`src/rtl/snake_pkg.sv`:
```
// rtl/snake_pkg.sv - shared cell codes, direction/state enums and food LFSR for the snake engine
package snake_pkg;

    localparam logic [2:0] CELL_EMPTY = 3'd0;
    localparam logic [2:0] CELL_BODY  = 3'd1;
    localparam logic [2:0] CELL_FOOD  = 3'd2;
    localparam logic [2:0] CELL_WALL  = 3'd4;

    typedef enum logic [1:0] {
        DIR_UP    = 2'd0,
        DIR_RIGHT = 2'd1,
        DIR_DOWN  = 2'd2,
        DIR_LEFT  = 2'd3
    } dir_t;

    typedef enum logic [3:0] {
        ST_CLEAR,
        ST_DRAW,
        ST_FOOD_GEN,
        ST_FOOD_RD,
        ST_FOOD_CHK,
        ST_IDLE,
        ST_HEAD_RD,
        ST_HEAD_CHK,
        ST_HEAD_WR,
        ST_TAIL_WR,
        ST_DEAD
    } state_t;

    // x^16+x^14+x^13+x^11 in right-shifting Fibonacci form: feedback from bits 0,2,3,5
    localparam logic [15:0] LFSR_SEED = 16'hACE1;
    localparam logic [15:0] LFSR_TAPS = 16'h002D;

    function automatic logic [15:0] lfsr_next(input logic [15:0] s);
        return {^(s & LFSR_TAPS), s[15:1]};
    endfunction

endpackage

```
`src/rtl/snake_body_fifo.sv`:
```
// rtl/snake_body_fifo.sv - circular buffer of snake cell addresses, head pushed, tail popped
module snake_body_fifo #(
    parameter int MAX_LEN    = 64,
    parameter int ADDR_WIDTH = 11,
    parameter int INIT_LEN   = 3
) (
    input  logic                  i_clk,
    input  logic                  rstn,
    input  logic                  i_init,
    input  logic                  i_push,
    input  logic                  i_pop,
    input  logic [ADDR_WIDTH-1:0] i_addr,
    output logic [ADDR_WIDTH-1:0] o_tail,
    output logic [6:0]            o_len
);

    localparam int PW = (MAX_LEN > 1) ? $clog2(MAX_LEN) : 1;

    logic [ADDR_WIDTH-1:0] mem [MAX_LEN];
    logic [PW-1:0]         wr_ptr;
    logic [PW-1:0]         rd_ptr;

    function automatic logic [PW-1:0] ptr_inc(input logic [PW-1:0] p);
        return (int'(p) == MAX_LEN - 1) ? '0 : p + 1'b1;
    endfunction

    always_ff @(posedge i_clk) begin
        if (i_init || i_push) begin
            mem[wr_ptr] <= i_addr;
        end
    end

    // Initial body cells are loaded without counting: length already reads INIT_LEN from reset
    always_ff @(posedge i_clk or negedge rstn) begin
        if (!rstn) begin
            wr_ptr <= '0;
            rd_ptr <= '0;
            o_len  <= 7'(INIT_LEN);
        end else begin
            if (i_init || i_push) begin
                wr_ptr <= ptr_inc(wr_ptr);
            end
            if (i_pop) begin
                rd_ptr <= ptr_inc(rd_ptr);
            end
            if (i_push && !i_pop) begin
                o_len <= o_len + 1'b1;
            end else if (i_pop && !i_push) begin
                o_len <= o_len - 1'b1;
            end
        end
    end

    assign o_tail = mem[rd_ptr];

endmodule

```
`src/rtl/snake_step_engine.sv`:
```
// rtl/snake_step_engine.sv - snake board writer: clear, draw, food placement and per-tick step
// Optional SNAKE_WRAP_EN: heads leaving the grid wrap around instead of killing the snake.
module snake_step_engine
    import snake_pkg::*;
#(
    parameter int GRID_W     = 80,
    parameter int GRID_H     = 25,
    parameter int ADDR_WIDTH = 11,
    parameter int DATA_WIDTH = 3,
    parameter int MAX_LEN    = 64,
    parameter int INIT_LEN   = 3
) (
    input  logic                  i_clk,
    input  logic                  rstn,
    input  logic                  i_tick,
    input  logic [1:0]            i_dir,
    output logic [ADDR_WIDTH-1:0] o_addr,
    output logic                  o_write,
    output logic [DATA_WIDTH-1:0] o_data,
    input  logic [DATA_WIDTH-1:0] i_rdata,
    output logic                  o_busy,
    output logic                  o_grow,
    output logic                  o_dead,
    output logic [6:0]            o_len
);

    localparam int X_W   = $clog2(GRID_W);
    localparam int Y_W   = $clog2(GRID_H);
    localparam int CELLS = GRID_W * GRID_H;
    localparam logic [ADDR_WIDTH-1:0] DRAW_BASE = ADDR_WIDTH'((GRID_H / 2) * GRID_W + 10);
`ifdef SNAKE_WRAP_EN
    localparam bit WRAP = 1'b1;
`else
    localparam bit WRAP = 1'b0;
`endif

    localparam logic [DATA_WIDTH-1:0] D_EMPTY = DATA_WIDTH'(CELL_EMPTY);
    localparam logic [DATA_WIDTH-1:0] D_BODY  = DATA_WIDTH'(CELL_BODY);
    localparam logic [DATA_WIDTH-1:0] D_FOOD  = DATA_WIDTH'(CELL_FOOD);

    state_t                state;
    dir_t                  dir;
    logic [ADDR_WIDTH-1:0] cnt;
    logic [15:0]           lfsr;
    logic [X_W-1:0]        head_x, nxt_x;
    logic [Y_W-1:0]        head_y, nxt_y;
    logic                  grow;

    dir_t                  acc_dir;
    logic [X_W-1:0]        nx;
    logic [Y_W-1:0]        ny;
    logic                  off_grid;
    logic [ADDR_WIDTH-1:0] n_addr;
    logic [ADDR_WIDTH-1:0] cand_addr;
    logic                  cand_ok;
    logic [ADDR_WIDTH-1:0] tail_addr;
    logic                  rd_fatal;

    // A request for the exact reverse direction is ignored; the snake keeps its heading
    always_comb begin
        acc_dir  = (i_dir == (dir ^ 2'd2)) ? dir : dir_t'(i_dir);
        nx       = head_x;
        ny       = head_y;
        off_grid = 1'b0;
        case (acc_dir)
            DIR_UP: begin
                if (head_y == '0) begin
                    ny       = Y_W'(GRID_H - 1);
                    off_grid = 1'b1;
                end else begin
                    ny = head_y - 1'b1;
                end
            end
            DIR_RIGHT: begin
                if (int'(head_x) == GRID_W - 1) begin
                    nx       = '0;
                    off_grid = 1'b1;
                end else begin
                    nx = head_x + 1'b1;
                end
            end
            DIR_DOWN: begin
                if (int'(head_y) == GRID_H - 1) begin
                    ny       = '0;
                    off_grid = 1'b1;
                end else begin
                    ny = head_y + 1'b1;
                end
            end
            default: begin
                if (head_x == '0) begin
                    nx       = X_W'(GRID_W - 1);
                    off_grid = 1'b1;
                end else begin
                    nx = head_x - 1'b1;
                end
            end
        endcase
    end

    assign n_addr    = ADDR_WIDTH'(ny) * ADDR_WIDTH'(GRID_W) + ADDR_WIDTH'(nx);
    assign cand_ok   = (int'(lfsr[6:0]) < GRID_W) && (int'(lfsr[11:7]) < GRID_H);
    assign cand_addr = ADDR_WIDTH'(lfsr[11:7]) * ADDR_WIDTH'(GRID_W) + ADDR_WIDTH'(lfsr[6:0]);
    assign rd_fatal  = (i_rdata != D_EMPTY) && (i_rdata != D_FOOD);

    snake_body_fifo #(
        .MAX_LEN    (MAX_LEN),
        .ADDR_WIDTH (ADDR_WIDTH),
        .INIT_LEN   (INIT_LEN)
    ) u_body (
        .i_clk  (i_clk),
        .rstn   (rstn),
        .i_init (state == ST_DRAW),
        .i_push (state == ST_HEAD_WR),
        .i_pop  ((state == ST_HEAD_WR) && !grow),
        .i_addr ((state == ST_DRAW) ? (DRAW_BASE + cnt) : o_addr),
        .o_tail (tail_addr),
        .o_len  (o_len)
    );

    // Outputs are registered on the transition into the state that owns the RAM access
    always_ff @(posedge i_clk or negedge rstn) begin
        if (!rstn) begin
            state   <= ST_CLEAR;
            dir     <= DIR_RIGHT;
            cnt     <= '0;
            lfsr    <= LFSR_SEED;
            head_x  <= X_W'(10 + INIT_LEN - 1);
            head_y  <= Y_W'(GRID_H / 2);
            nxt_x   <= '0;
            nxt_y   <= '0;
            grow    <= 1'b0;
            o_addr  <= '0;
            o_write <= 1'b0;
            o_data  <= '0;
            o_busy  <= 1'b1;
            o_grow  <= 1'b0;
            o_dead  <= 1'b0;
        end else begin
            o_write <= 1'b0;
            o_grow  <= 1'b0;
            o_busy  <= 1'b1;
            case (state)
                ST_CLEAR: begin
                    o_addr  <= cnt;
                    o_data  <= D_EMPTY;
                    o_write <= 1'b1;
                    if (int'(cnt) == CELLS - 1) begin
                        cnt   <= '0;
                        state <= ST_DRAW;
                    end else begin
                        cnt <= cnt + 1'b1;
                    end
                end
                ST_DRAW: begin
                    o_addr  <= DRAW_BASE + cnt;
                    o_data  <= D_BODY;
                    o_write <= 1'b1;
                    if (int'(cnt) == INIT_LEN - 1) begin
                        cnt    <= '0;
                        dir    <= DIR_RIGHT;
                        head_x <= X_W'(10 + INIT_LEN - 1);
                        head_y <= Y_W'(GRID_H / 2);
                        state  <= ST_FOOD_GEN;
                    end else begin
                        cnt <= cnt + 1'b1;
                    end
                end
                ST_FOOD_GEN: begin
                    lfsr <= lfsr_next(lfsr);
                    if (cand_ok) begin
                        o_addr <= cand_addr;
                        state  <= ST_FOOD_RD;
                    end
                end
                ST_FOOD_RD: state <= ST_FOOD_CHK;
                ST_FOOD_CHK: begin
                    if (i_rdata == D_EMPTY) begin
                        o_data  <= D_FOOD;
                        o_write <= 1'b1;
                        o_busy  <= 1'b0;
                        state   <= ST_IDLE;
                    end else begin
                        state <= ST_FOOD_GEN;
                    end
                end
                ST_IDLE: begin
                    if (i_tick) begin
                        dir <= acc_dir;
                        if (off_grid && !WRAP) begin
                            o_dead <= 1'b1;
                            state  <= ST_DEAD;
                        end else begin
                            o_addr <= n_addr;
                            nxt_x  <= nx;
                            nxt_y  <= ny;
                            state  <= ST_HEAD_RD;
                        end
                    end else begin
                        o_busy <= 1'b0;
                    end
                end
                ST_HEAD_RD: state <= ST_HEAD_CHK;
                ST_HEAD_CHK: begin
                    if (rd_fatal) begin
                        o_dead <= 1'b1;
                        state  <= ST_DEAD;
                    end else begin
                        grow    <= (i_rdata == D_FOOD) && (int'(o_len) < MAX_LEN);
                        o_data  <= D_BODY;
                        o_write <= 1'b1;
                        state   <= ST_HEAD_WR;
                    end
                end
                ST_HEAD_WR: begin
                    head_x <= nxt_x;
                    head_y <= nxt_y;
                    if (grow) begin
                        o_grow <= 1'b1;
                        state  <= ST_FOOD_GEN;
                    end else begin
                        o_addr  <= tail_addr;
                        o_data  <= D_EMPTY;
                        o_write <= 1'b1;
                        state   <= ST_TAIL_WR;
                    end
                end
                ST_TAIL_WR: begin
                    o_busy <= 1'b0;
                    state  <= ST_IDLE;
                end
                ST_DEAD: o_dead <= 1'b1;
                default: state <= ST_CLEAR;
            endcase
        end
    end

endmodule

```
`config.mk`:
```
export PLATFORM = sky130hd
export DESIGN_NAME = snake_step_engine
export DESIGN_NICKNAME = d
export VERILOG_FILES = /design/src/rtl/snake_pkg.sv /design/src/rtl/snake_body_fifo.sv /design/src/rtl/snake_step_engine.sv
export SDC_FILE = /design/constraint.sdc
export NUM_CORES = 1
export LEC_CHECK = 0
export CAP_MARGIN = 40
export CORE_MARGIN = 1
export CORE_UTILIZATION = 40
export CTS_CLUSTER_DIAMETER = 150
export DETAILED_ROUTE_END_ITERATION = 7
export GPL_TIMING_DRIVEN = 1
export HOLD_SLACK_MARGIN = 0.05
export SLEW_MARGIN = 40
export SYNTH_ARGS = -nofsm -noshare
export SYNTH_HDL_FRONTEND = slang
export SYNTH_SLANG_ARGS = --single-unit
```
`constraint.sdc`:
```
create_clock -name i_clk -period 6 [get_ports i_clk]
set_input_delay 0.9 -clock i_clk [delete_from_list [all_inputs] [get_ports i_clk]]
set_output_delay 0.9 -clock i_clk [all_outputs]
set_load 0.005 [all_outputs]
```
## Yosys cells after proc, flatten, opt, wreduce, memory -nomap -nowiden

Memory sizes are Yosys's and may differ from the RTL's.
Index checks and enable logic that the tools add are counted.
W data, S select, Z words.

- Add/subtract/negate cells: 12
- Multiply operators: 2
- Divide/modulo/power cells: 0
- $lt $le $gt $ge: 3
- Equality and inequality tests: 31
- Shift operators: 0
- Mux-type cells: 60
- Bitwise gates (word level): 4
- Reduce and logical (&&, ||, !) cells: 34

Operators with widths:

| cell | number |
|---|---|
| $mux W11 | 7 |
| $pmux W11 S5 | 1 |
| $pmux W4 S11 | 1 |
| $mux W7 | 5 |
| $pmux W7 S2 | 2 |
| $mux W4 | 6 |
| $add A11 B7 Y11 | 2 |
| $pmux W11 S2 | 1 |
| $ne A2 B2 Y1 const B | 10 |
| $pmux W5 S2 | 2 |
| $eq A4 B3 Y1 const B | 4 |
| $mux W1 | 16 |
| $reduce_xor A16 Y1 | 1 |
| $mux W5 | 3 |
| $pmux W3 S5 | 1 |
| $add A7 B1 Y7 const B | 2 |
| $lt A7 B7 Y1 const B | 2 |
| $mul A5 B3 Y7 const B | 2 |
| $sub A7 B1 Y7 const B | 2 |
| $add A6 B1 Y6 const B | 2 |
| $eq A4 B4 Y1 const B | 3 |
| $eq A6 B1 Y1 const B | 2 |
| $mux W3 | 4 |
| $mux W6 | 2 |
| other kinds (37) | 63 |

- Flip-flop bits (word level): 95
- Bits in latches: 0
- RAM bits: 704
- Memory bits (read-only): 0
- Bits of input ports: 8
- Output and inout bits: 25
- Word-level logic and storage cells: 165
- Memories: 1

Memories:

| memory | depth | width | rd ports | clocked after memory_dff | write ports | RTL line | RTL |
|---|---|---|---|---|---|---|---|
| u_body.mem | 64 | 11 | 1 | 0 | 1 | snake_body_fifo.sv:19 | `logic [ADDR_WIDTH-1:0] mem [MAX_LEN];` |

## Depth between registers and ports, before layout

Gate-level depths: netlist of the first run.

- Word-level depth: 10
- Mapped depth: 20
- Depth with buffers taken out: 20

## Modules after synthesis

A second synthesis of the first run with hierarchy kept.

- Cell total of the unflattened synthesis: 1956
- Area total of the unflattened synthesis: 33393.3 µm²

By module, submodules not included:

| module | instances | cells each | area an instance (µm²) | seq. area each (µm²) |
|---|---|---|---|---|
| snake_body_fifo | 1 | 1338 | 28204.6 | 21618.2 |
| snake_step_engine | 1 | 618 | 5188.7 | 1894.3 |

## Worst setup path before layout of the first run

No wires, ideal clock.

- Path kind: flip-flop to flip-flop
- Start point: register state[1]
- End point: memory u_body.mem[0][5], data pin
- Setup time: 0.702 ns
- Data arrival time: 3.964 ns
- Data required time: 5.298 ns
- Path slack: 1.335 ns
- Stages on the path, launching flop included: 6
- Path buffers: 2
- Clock period less this slack: 4.665 ns
- Path through: dfrtp_1 nand2b_1 or3_1 clkbuf_1 clkbuf_1 o21ai_0

- Longest elaborated chain between the ends: 2

RTL lines:

| what | RTL line | RTL |
|---|---|---|
| from (decl) | snake_step_engine.sv:41 | `state_t state;` |
| from (signal assigned) | snake_step_engine.sv:124 | `state <= ST_CLEAR;` |
| from (signal assigned) | snake_step_engine.sv:150 | `state <= ST_DRAW;` |
| from (signal assigned) | snake_step_engine.sv:164 | `state <= ST_FOOD_GEN;` |
| $eq A4 B1 Y1 | snake_step_engine.sv:116 | `.i_addr ((state == ST_DRAW) ? (DRAW_BASE + cnt) : o_addr),` |
| $mux W11 | snake_step_engine.sv:116 |  |
| named net u_body.i_addr[5] | snake_body_fifo.sv:12 | `input logic [ADDR_WIDTH-1:0] i_addr,` |
| to (decl) | snake_body_fifo.sv:19 |  |

The timed path passes the listed nets, and every way through them passes these cells.

## Worst setup path after layout of the first run

- Start point: input i_dir[0]
- End point: register o_addr[10]

- Longest elaborated chain between the ends: 9
- Elaborated cells on any way between the ends: 16
- Classes of those cells: add/sub: 1; mul: 1; eq/ne: 4; mux: 7; reduce/logical: 3

RTL lines:

| what | RTL line | RTL |
|---|---|---|
| from (decl) | snake_step_engine.sv:16 | `input logic [1:0] i_dir,` |
| $eq A2 B2 Y1 | snake_step_engine.sv:61 | `acc_dir = (i_dir == (dir ^ 2'd2)) ? dir : dir_t'(i_dir);` |
| $mux W2 (*) | snake_step_engine.sv:61 |  |
| $eq A2 B2 Y1 / $logic_not A2 Y1 (equally long branches) | snake_step_engine.sv:65 | `case (acc_dir)` |
| $pmux W5 S2 (*) | snake_step_engine.sv:65 |  |
| named net ny[2] | snake_step_engine.sv:51 | `logic [Y_W-1:0] ny;` |
| $mul A5 B3 Y7 (*) | snake_step_engine.sv:101 | `assign n_addr = ADDR_WIDTH'(ny) * ADDR_WIDTH'(GRID_W) + ADDR_WIDTH'(nx);` |
| $add A11 B7 Y11 (*) | snake_step_engine.sv:101 |  |
| $mux W11 (*) | snake_step_engine.sv:190 | `if (off_grid && !WRAP) begin` |
| $mux W11 (*) | snake_step_engine.sv:188 | `if (i_tick) begin` |
| $pmux W11 S5 (*) | snake_step_engine.sv:143 | `case (state)` |
| to (signal assigned) | snake_step_engine.sv:145 | `o_addr <= cnt;` |
| to (signal assigned) | snake_step_engine.sv:156 | `o_addr <= DRAW_BASE + cnt;` |
| to (signal assigned) | snake_step_engine.sv:194 | `o_addr <= n_addr;` |
| to (decl) | snake_step_engine.sv:17 | `output logic [ADDR_WIDTH-1:0] o_addr,` |

The timed path passes the listed nets; every way through them passes the cells marked *. The select of a mux whose other input is x is not followed.
A chain may end at the register's enable or synchronous reset.

==> results.cfg, run 1 <==
[floorplan]
dieHeight_um = 291.5
die-area_sq_mm = 0.08496
rows = 105
die_w_um = 291.5
core_sq_mm = 0.08250
start_util_pct = 40.63
ioPinCount = 33

[synthesis]
seq_area_frac_synth_pct = 70.14
synthTopCellsByArea = edfxtp_1, mux4_2, dfrtp_1
ys_types = 72
synth-main-ff-cell = edfxtp_1
syn_avg_cell_area_sq_um = 16.75
syn_inst = 2001
yosysWarnings = 0
synth.most_common_cell = edfxtp_1
netlist_area_sq_mm = 0.03352
synth_top_area_share_pct = 63.07
async_flop_share_pct = 11.78
synth_seq_cells = 798
synth_top_area_cell = edfxtp_1
synth_edf_count = 704
synth_nets = 2046
ys_top_cells_by_count = edfxtp_1, nand2_1, mux4_2

[grt]
grt_pass1_wl_mm = 123.6
grt_pass1_vias = 18430
antenna_found_initial = 2
grt_use_total_pct = 19.57
grt_max_degree = 65
grt_remaining_overflow = 0

[final_layout]
layout.nets = 2114
multiInputGateArea_sq_mm = 0.009512
final_cells = 3207
drive_gt1_share_pct = 20.92
final_core_util_pct = 46.19
syn2layout_area_growth_pct = 13.69
diodes = 0
fillers = 7020
regArea_sq_mm = 0.02352

[timing]
finalCriticalPeriod_ns = 4.421
fin_hold_ws_ns = 0.2494
worst_pin_slew_ns = 0.8807
finalCritPeriodShare_pct = 73.69
rsz0062_at_grt = no
setup_viol = 0
hold_viol = 0
setup_tns_ns = 0
slew_violations = 0
skew_ns = 0.04928
max-slew-margin-rel_pct = 40.74
fmax_mhz = 226.2

[route]
initialDrtViolationCount = 1694
postRouteAntennaNets = 0
viasPerCell = 5.768
drc_errors = 0
postRouteWirelength_mm = 82.67
dr_total_vias = 18500
firstDrtPassIters = 6
wl_per_cell_um = 25.78

[worst_setup_path]
critical_path_class = in -> reg
cpMaxStageDelayCell = fa_1
worstPathArrival_ns = 4.92
required_ns = 6.50
end_kind = flip-flop
max_stage_delay_ns = 0.59
critical_path.max_fanout = 12
critPathLaunchType = input port
critical_path.most_common_cell = ha_1
path_cells = clkdlybuf4s50_1, xor2_1, mux2_2, and4_1, a31oi_1, o21ai_0, ha_1, ha_1, fa_1, nand2_1, o21bai_1, nor3_1, a21oi_1, o22ai_1, nor2_1, mux2i_1, o31a_1

[clocking]
post_cts_buffers = 0
cts_hold_buf = 0
htreeDepth = 3
cts_resized = 0
cts_tree = yes
numCtsBuffers = 84
worstSkewPairLatency_ns = 0.66
clk_pin_slew_ns = 0.06
clockBufferDepth = 3
cts_sinks = 798
cts_root_buffer = clkbuf_16

[run_status]
status = finished, final reports clean

[pwr]
peakVddDrop_uv = 264.4
power.total_w = 0.01789
leakage_nw = 12.47
power.density_mw_per_mm2 = 469.4

[placement]
gp_congestion = 0.8649
dp.cells = 3053
io_buffers = 31
hpwl_mm = 51.14

[worst_hold_path]
worstHoldPathType = in -> async

[job]
drv_cap = 0
[critical path, delay by kind of cell]
kind,cells,cell delay [ns]
xor+xnor,1,0.23
mux,2,0.60
fa+ha+maj,3,1.08
simple gates,4,0.57
buf+inv,1,0.49
compound gates,6,1.05
[cell families (layout without fill, tap and decap cells)]
logic type      count (synthesis)  in the layout  synth area share, %
compound gates                297            297                5.819
simple gates                  423            423                5.677
buf+inv                       143            279                2.169
mux                           247            247                13.25
fa+ha+maj                      37             37                1.493
xor+xnor                       55             55                1.437
other cells                     1              1              0.01119
flops                         798            798                70.14
[flip-flops by register name, indices dropped and copies added (netlist names), 4 cells and up]
name,count
u_body.mem,704
lfsr,16
cnt,11
o_addr,11
head_x,7
nxt_x,7
u_body.o_len,7
u_body.rd_ptr,6
u_body.wr_ptr,6
head_y,5
nxt_y,5
state,4
[stage by stage]
stage	setup WS [ns]	cell area [sq um]
floorplan	1.335	33520
global placement	0.9416	35150
detailed placement	0.9457	35330
CTS	1.581	38100
global route	1.263	38110
finish	1.579	38110
[worst paths after layout]
kind | from | end | slack (ns) | cells past startpoint
max | i_dir[0] | o_addr[10] | 1.58 | 17
min | rstn | nxt_x[1] | 0.25 | 1
max reg2reg | dir[0] | o_addr[10] | 1.80 | 16
min reg2reg | lfsr[13] | lfsr[13] | 0.46 | 2
max in group asynchronous | rstn | lfsr[15] | 4.81 | 2
min in group i_clk | lfsr[13] | lfsr[13] | 0.46 | 2
[where the power goes]
part           total [W]  switching [W]  leakage [nW]  internal [W]
clock network    0.00522        0.00221          1.33       0.00301
logic            0.00488        0.00315          3.55       0.00173
registers        0.00779       0.000372          7.59       0.00742
[cells in the final DEF (no fill, tap or decap), types with 22 or more instances in the layout]
cell	netlist	routed
a21oi_1	52	52
buf_4	11	63
clkbuf_16	0	84
clkdlybuf4s50_1	0	30
dfrtp_1	78	75
edfxtp_1	704	704
ha_1	32	32
inv_1	26	26
mux2i_1	83	83
mux4_2	154	154
nand2_1	163	160
nand3_1	23	22
nor2_1	135	89
nor2_2	0	46
o21ai_0	83	77
o221ai_1	43	43
o22ai_1	31	31
xnor2_1	29	29
xor2_1	26	26
[metal layers]
metal / routed length [um] / vias to the layer above / track usage [%]
met5: 13 / - / 0
met2: 39880 / 680 / 31.24
li1: - / 8045 / -
met3: 5722 / 111 / 3.153
met1: 35360 / 9661 / 28.08
met4: 1703 / 2 / 4.737
[final cells by class]
cell class	instances	area share, %
Sequential cell	798	61.72
Multi-Input combinational cell	1060	24.96
Clock buffer	102	5.719
Tap cell	1070	3.513
Timing Repair Buffer	98	2.288
Clock inverter	52	1.536
Inverter	27	0.2659
Note: power is estimated with default switching activity, not from simulation.
==> run 2: changes to the inputs <==
- clock period: 6 -> 3.6 ns (I/O delays scaled with it)
==> run 2 against run 1 <==
  * The run now ends with negative setup slack left
  * Die area is the same
  * Power grew 70%
  * Worst hold slack gained 0.21 ns
  * Sequential power grew 66%
  * Critical path depth shrank 1
  * Largest power group unchanged
==> results.cfg, run 2 (same netlist as run 1, synthesis figures left out) <==
[worst_setup_path]
critical_path.max_fanout = 4
end_kind = flip-flop
worstPathArrival_ns = 4.15
path_cells = xor2_4, mux2i_2, mux2i_1, a311oi_1, a21o_1, ha_2, ha_4, fa_1, nand2_2, o21bai_4, nor3_2, a21oi_1, o22ai_1, nor2_1, mux2i_1, o31a_1
r2r_cells = 16
critPathLaunchType = flip-flop
r2r-end = o_addr[10]
critical_path.most_common_cell = mux2i_1
reg2reg_slack_ns = -0.02
timing.rr.start = dir[0]
max_stage_delay_ns = 0.58
required_ns = 4.13
cpMaxStageDelayCell = dfstp_2
critical_path_class = reg -> reg

[grt]
grt_max_degree = 84
grt_pass1_wl_mm = 125.1
antenna_found_initial = 4
grt_pass1_vias = 19230
grt_remaining_overflow = 0
grt_use_total_pct = 19.74

[pwr]
leakage_nw = 13.19
power.density_mw_per_mm2 = 774.8
peakVddDrop_uv = 674.8

[clocking]
worstSkewPairLatency_ns = 0.65
numCtsBuffers = 86
clockBufferDepth = 3
cts_sinks = 798
clk_pin_slew_ns = 0.06
cts_tree = yes
htreeDepth = 3
cts_root_buffer = clkbuf_16

[final_layout]
largest_reg_flops = 704
mostFrequentLayoutCell = edfxtp_1
top_register = u_body.mem
reg_top3 = u_body.mem (704), lfsr (16)
diodes = 0
drive_gt1_share_pct = 24.27
layout.nets = 2242
final_cell_mix = edfxtp_1, buf_4, nand2_1
syn2layout_area_growth_pct = 16.94
fillers = 6933

[timing]
skew_ns = 0.03243
max-slew-margin-rel_pct = 45.76
finalCriticalPeriod_ns = 3.623
hold_viol = 0
worst_pin_slew_ns = 0.8136
slew_violations = 0
finalCritPeriodShare_pct = 100.6
worst_slack_ns = -0.02335
setup_viol = 2
rsz0062_at_grt = yes
setup_tns_ns = -0.02657
fmax_mhz = 276.0

[route]
postRouteWirelength_mm = 83.02
firstDrtPassIters = 5
routed-wl-met2_mm = 40.74
initialDrtViolationCount = 1708
dr_total_vias = 18920
viasPerCell = 5.671
wl_met3_mm = 5.146
drc_errors = 0
highest_layer = met4
postRouteAntennaNets = 0
wl_per_cell_um = 24.89
met1_length_mm = 35.23

[run_status]
status = complete, but fails checks
violations = negative setup slack

[worst_hold_path]
worstHoldPathType = reg -> reg
hold_end = lfsr[13]
hold_depth = 2
hp-start = lfsr[13]

[floorplan]
dieHeight_um = 291.5
die_w_um = 291.5
ioPinCount = 33
rows = 105
start_util_pct = 40.63
core_sq_mm = 0.08250
die-area_sq_mm = 0.08496

[placement]
gp_congestion = 0.8902
io_buffers = 31
pre_cts_ws_ns = -0.6419
hpwl_mm = 52.24

[job]
drv_cap = 0
[run 2: changes by cell type in the layout (fill, tap and decap cells not counted), moves of 13 or more]
cell / before / now
nor2_2: 46 / 2
buf_4: 63 / 174
buf_12: 3 / 16
nor2_1: 89 / 133
[run 2: report_power, final]
group	switching, W	internal, W
sequential	0.000502	0.0124
combinational	0.00557	0.00350
clock	0.00358	0.00487
[run 2: how the worst max path moves through the flow]
stage	end	slack, ns	from	depth (start not counted)
detailed placement	o_addr[10]	-0.64	i_dir[0]	17
floorplan	u_body.mem[0][5]	-1.07	state[1]	5
CTS	o_addr[10]	-0.1	dir[0]	16
global route	o_addr[10]	-0.27	dir[0]	16
finish	o_addr[10]	-0.02	dir[0]	16
global placement	o_addr[10]	-0.69	i_dir[0]	17
[run 2: timing repair]
item | in CTS | in global routing
resized for setup | 7 | 19
pin swaps | 11 | 16
hold buffers | 1 | 0
gates cloned | 1 | 0
setup buffers | 7 | 3
endpoints found under the setup margin | 2 | 5
endpoints found under the hold margin | 66 | 0
[run 2: area by class of cell]
cell class,instances,area [sq um],area share (%)
inverters,27,101.3,0.2585
flip-flops and latches,798,23520,60.01
multi-input cells,1061,9573,24.42
well taps,1070,1339,3.415
repair buffers,223,1966,5.015
clock buffers,110,2326,5.934
clock inverters,47,371.6,0.9480
[run 2: worst max-delay path: cells and delay by family, from the launching register on]
family | cells | cell delay, ns
compound gates | 6 | 0.94
xor+xnor | 1 | 0.20
fa+ha+maj | 3 | 0.88
flops | 1 | 0.58
mux | 3 | 0.68
simple gates | 3 | 0.25
[run 2: per-stage QoR]
stage | hold WS, ns | cell area [sq um] | utilization, % | instances | total power [W]
global placement | 0.4494 | 36250 | 43.94 | 3167 | 0.02170
floorplan | 0.2444 | 33580 | - | 2001 | 0.01830
finish | 0.4578 | 39200 | 47.51 | 3336 | 0.03037
global route | 0.4910 | 39200 | 47.51 | 3336 | 0.03164
CTS | 0.4608 | 39080 | 47.37 | 3334 | 0.03051
detailed placement | 0.4522 | 36270 | 43.96 | 3168 | 0.02196
[run 2: layer usage]
| layer | global-route usage, % | vias to the layer above |
|---|---|---|
| met5 | 0 | - |
| li1 | - | 8309 |
| met3 | 3.657 | 128 |
| met2 | 32.14 | 608 |
| met4 | 5.918 | 0 |
| met1 | 26.97 | 9875 |
==> run 3: changes to the inputs <==
- ABC_CLOCK_PERIOD_IN_PS: not set -> 3600
- CORE_UTILIZATION: 40 -> 55
- MAX_ROUTING_LAYER: not set -> met4
- PLACE_DENSITY: not set -> 0.74
==> run 3 against run 2 <==
  * The run still ends with negative setup slack left
  * Sequential cell count stayed put
  * Critical endpoint unchanged
  * Critical path depth unchanged
  * Register-to-register slack lost 0.16 ns
  * Clock skew up 0.0011 ns
  * Highest routed layer unchanged
  * Cell area fell by 1.2%
==> results.cfg, run 3 (same netlist as run 1, synthesis figures left out) <==
[run_status]
status = complete, but fails checks
violations = negative setup slack

[final_layout]
largest_reg_flops = 704
drive_gt1_share_pct = 23.89
syn2layout_area_growth_pct = 15.55
mostFrequentLayoutCell = edfxtp_1
layout.nets = 2233
diodes = 0
fillers = 4015
reg_top3 = u_body.mem (704), lfsr (16)
multiInputGateArea_sq_mm = 0.009549
regArea_sq_mm = 0.02352
final_cell_mix = edfxtp_1, buf_4, nand2_1
final_core_util_pct = 64.29
top_register = u_body.mem

[grt]
grt_max_degree = 65
grt_remaining_overflow = 0
grt_pass1_vias = 19350
antenna_found_initial = 1
grt_pass1_wl_mm = 122.9
grt_use_total_pct = 27.52

[timing]
worst_slack_ns = -0.1860
hold_viol = 0
setup_viol = 2
fmax_mhz = 264.1
max-slew-margin-rel_pct = 41.96
finalCriticalPeriod_ns = 3.786
rsz0062_at_grt = yes
fin_hold_ws_ns = 0.4275
skew_ns = 0.03354
finalCritPeriodShare_pct = 105.2
slew_violations = 0
worst_pin_slew_ns = 0.8674

[floorplan]
start_util_pct = 55.64
die_w_um = 248.9
ioPinCount = 33
rows = 90
core_sq_mm = 0.06025
dieHeight_um = 248.9
die-area_sq_mm = 0.06194

[route]
drc_errors = 0
dr_total_vias = 19360
firstDrtPassIters = 5
initialDrtViolationCount = 2138
postRouteAntennaNets = 0
wl_per_cell_um = 26.90
viasPerCell = 6.382
postRouteWirelength_mm = 81.62

[clocking]
clk_pin_slew_ns = 0.07
numCtsBuffers = 81
cts_sinks = 798
cts_tree = yes
cts_root_buffer = clkbuf_16
htreeDepth = 3
worstSkewPairLatency_ns = 0.62
clockBufferDepth = 3

[worst_setup_path]
required_ns = 4.08
critical_path.max_fanout = 4
critPathLaunchType = flip-flop
end_kind = flip-flop
critical_path.most_common_cell = mux2i_1
cp_top_family = compound AO/OA/AOI/OAI gates
critical_path_class = reg -> reg
max_stage_delay_ns = 0.59
worstPathArrival_ns = 4.27
path_cells = xor2_2, mux2i_2, mux2i_1, a311oi_1, a21o_1, ha_2, ha_4, fa_1, nand2_2, o21bai_4, nor3_2, a21oi_1, o22ai_1, nor2_1, mux2i_1, o31a_1
cpMaxStageDelayCell = fa_1
critPathBufInv = 0

[placement]
io_buffers = 31
hpwl_mm = 50.04
gp_congestion = 0.9401

[job]
drv_cap = 0

[pwr]
peakVddDrop_uv = 580.8
power.density_mw_per_mm2 = 782.9
leakage_nw = 13.12

[worst_hold_path]
worstHoldPathType = in -> async
## run 3: changes by cell type in the layout (fill, tap and decap cells not counted), moves of 3 or more
cell	before	now
clkinv_2	15	5
bufinv_16	4	12
buf_12	16	9
buf_4	174	179
clkbuf_16	89	84
clkinv_1	21	18
## run 3: power by group
| group | total, W | leakage [nW] | switching (W) | internal, W |
|---|---|---|---|---|
| clock | 0.00866 | 1.31 | 0.00346 | 0.00520 |
| combinational | 0.00884 | 4.21 | 0.00546 | 0.00338 |
| sequential | 0.0128 | 7.59 | 0.000466 | 0.0124 |
| total | 0.0303 | 13.1 | 0.00939 | 0.0209 |
## run 3: cell type report
type / instances / area share (%)
flip-flops and latches: 798 / 60.73
multi-input cells: 1060 / 24.65
clock buffers: 106 / 5.718
repair buffers: 220 / 4.765
well taps: 782 / 2.526
clock inverters: 41 / 1.347
inverters: 27 / 0.2617
## run 3: metal layers
layer	vias to the layer above	wire length (um)	GRT usage (%)
li1	8264	-	-
met1	9928	32070	36.59
met2	1013	40800	44.10
met3	157	6352	4.180
met4	0	2400	8.820
met5	-	0	-
## run 3: worst paths after layout
| kind | startpoint | to | slack [ns] | depth (start not counted) |
|---|---|---|---|---|
| worst max-delay path | dir[0] | o_addr[10] | -0.19 | 16 |
| worst min-delay path | rstn | nxt_x[3] | 0.43 | 2 |
| worst max register to register | dir[0] | o_addr[10] | -0.19 | 16 |
| worst min register to register | lfsr[13] | lfsr[13] | 0.47 | 2 |
| max in group asynchronous | rstn | lfsr[15] | 2.41 | 3 |
| min in group i_clk | lfsr[13] | lfsr[13] | 0.47 | 2 |
## run 3: stage by stage
stage,TNS (ns),total power (W),area [sq um],worst slack [ns],std cells
3_3_place_gp,-2.325,0.02122,35780,-0.6500,2877
5_1_grt,-0.7789,0.03140,38730,-0.3549,3034
2_1_floorplan,-260.01,0.01830,33580,-1.065,2001
6_report,-0.3697,0.03032,38730,-0.1860,3034
3_5_place_dp,-2.859,0.02150,35790,-0.7573,2877
4_1_cts,-0.1148,0.03020,38610,-0.1134,3031
## run 3: repair_timing
action | in CTS | in global routing
buffers inserted | 6 | 3
resized for setup | 5 | 22
endpoints found under the setup margin | 2 | 6
hold endpoints to repair | 32 | 0
hold buffers | 1 | 0
pin swaps | 6 | 9
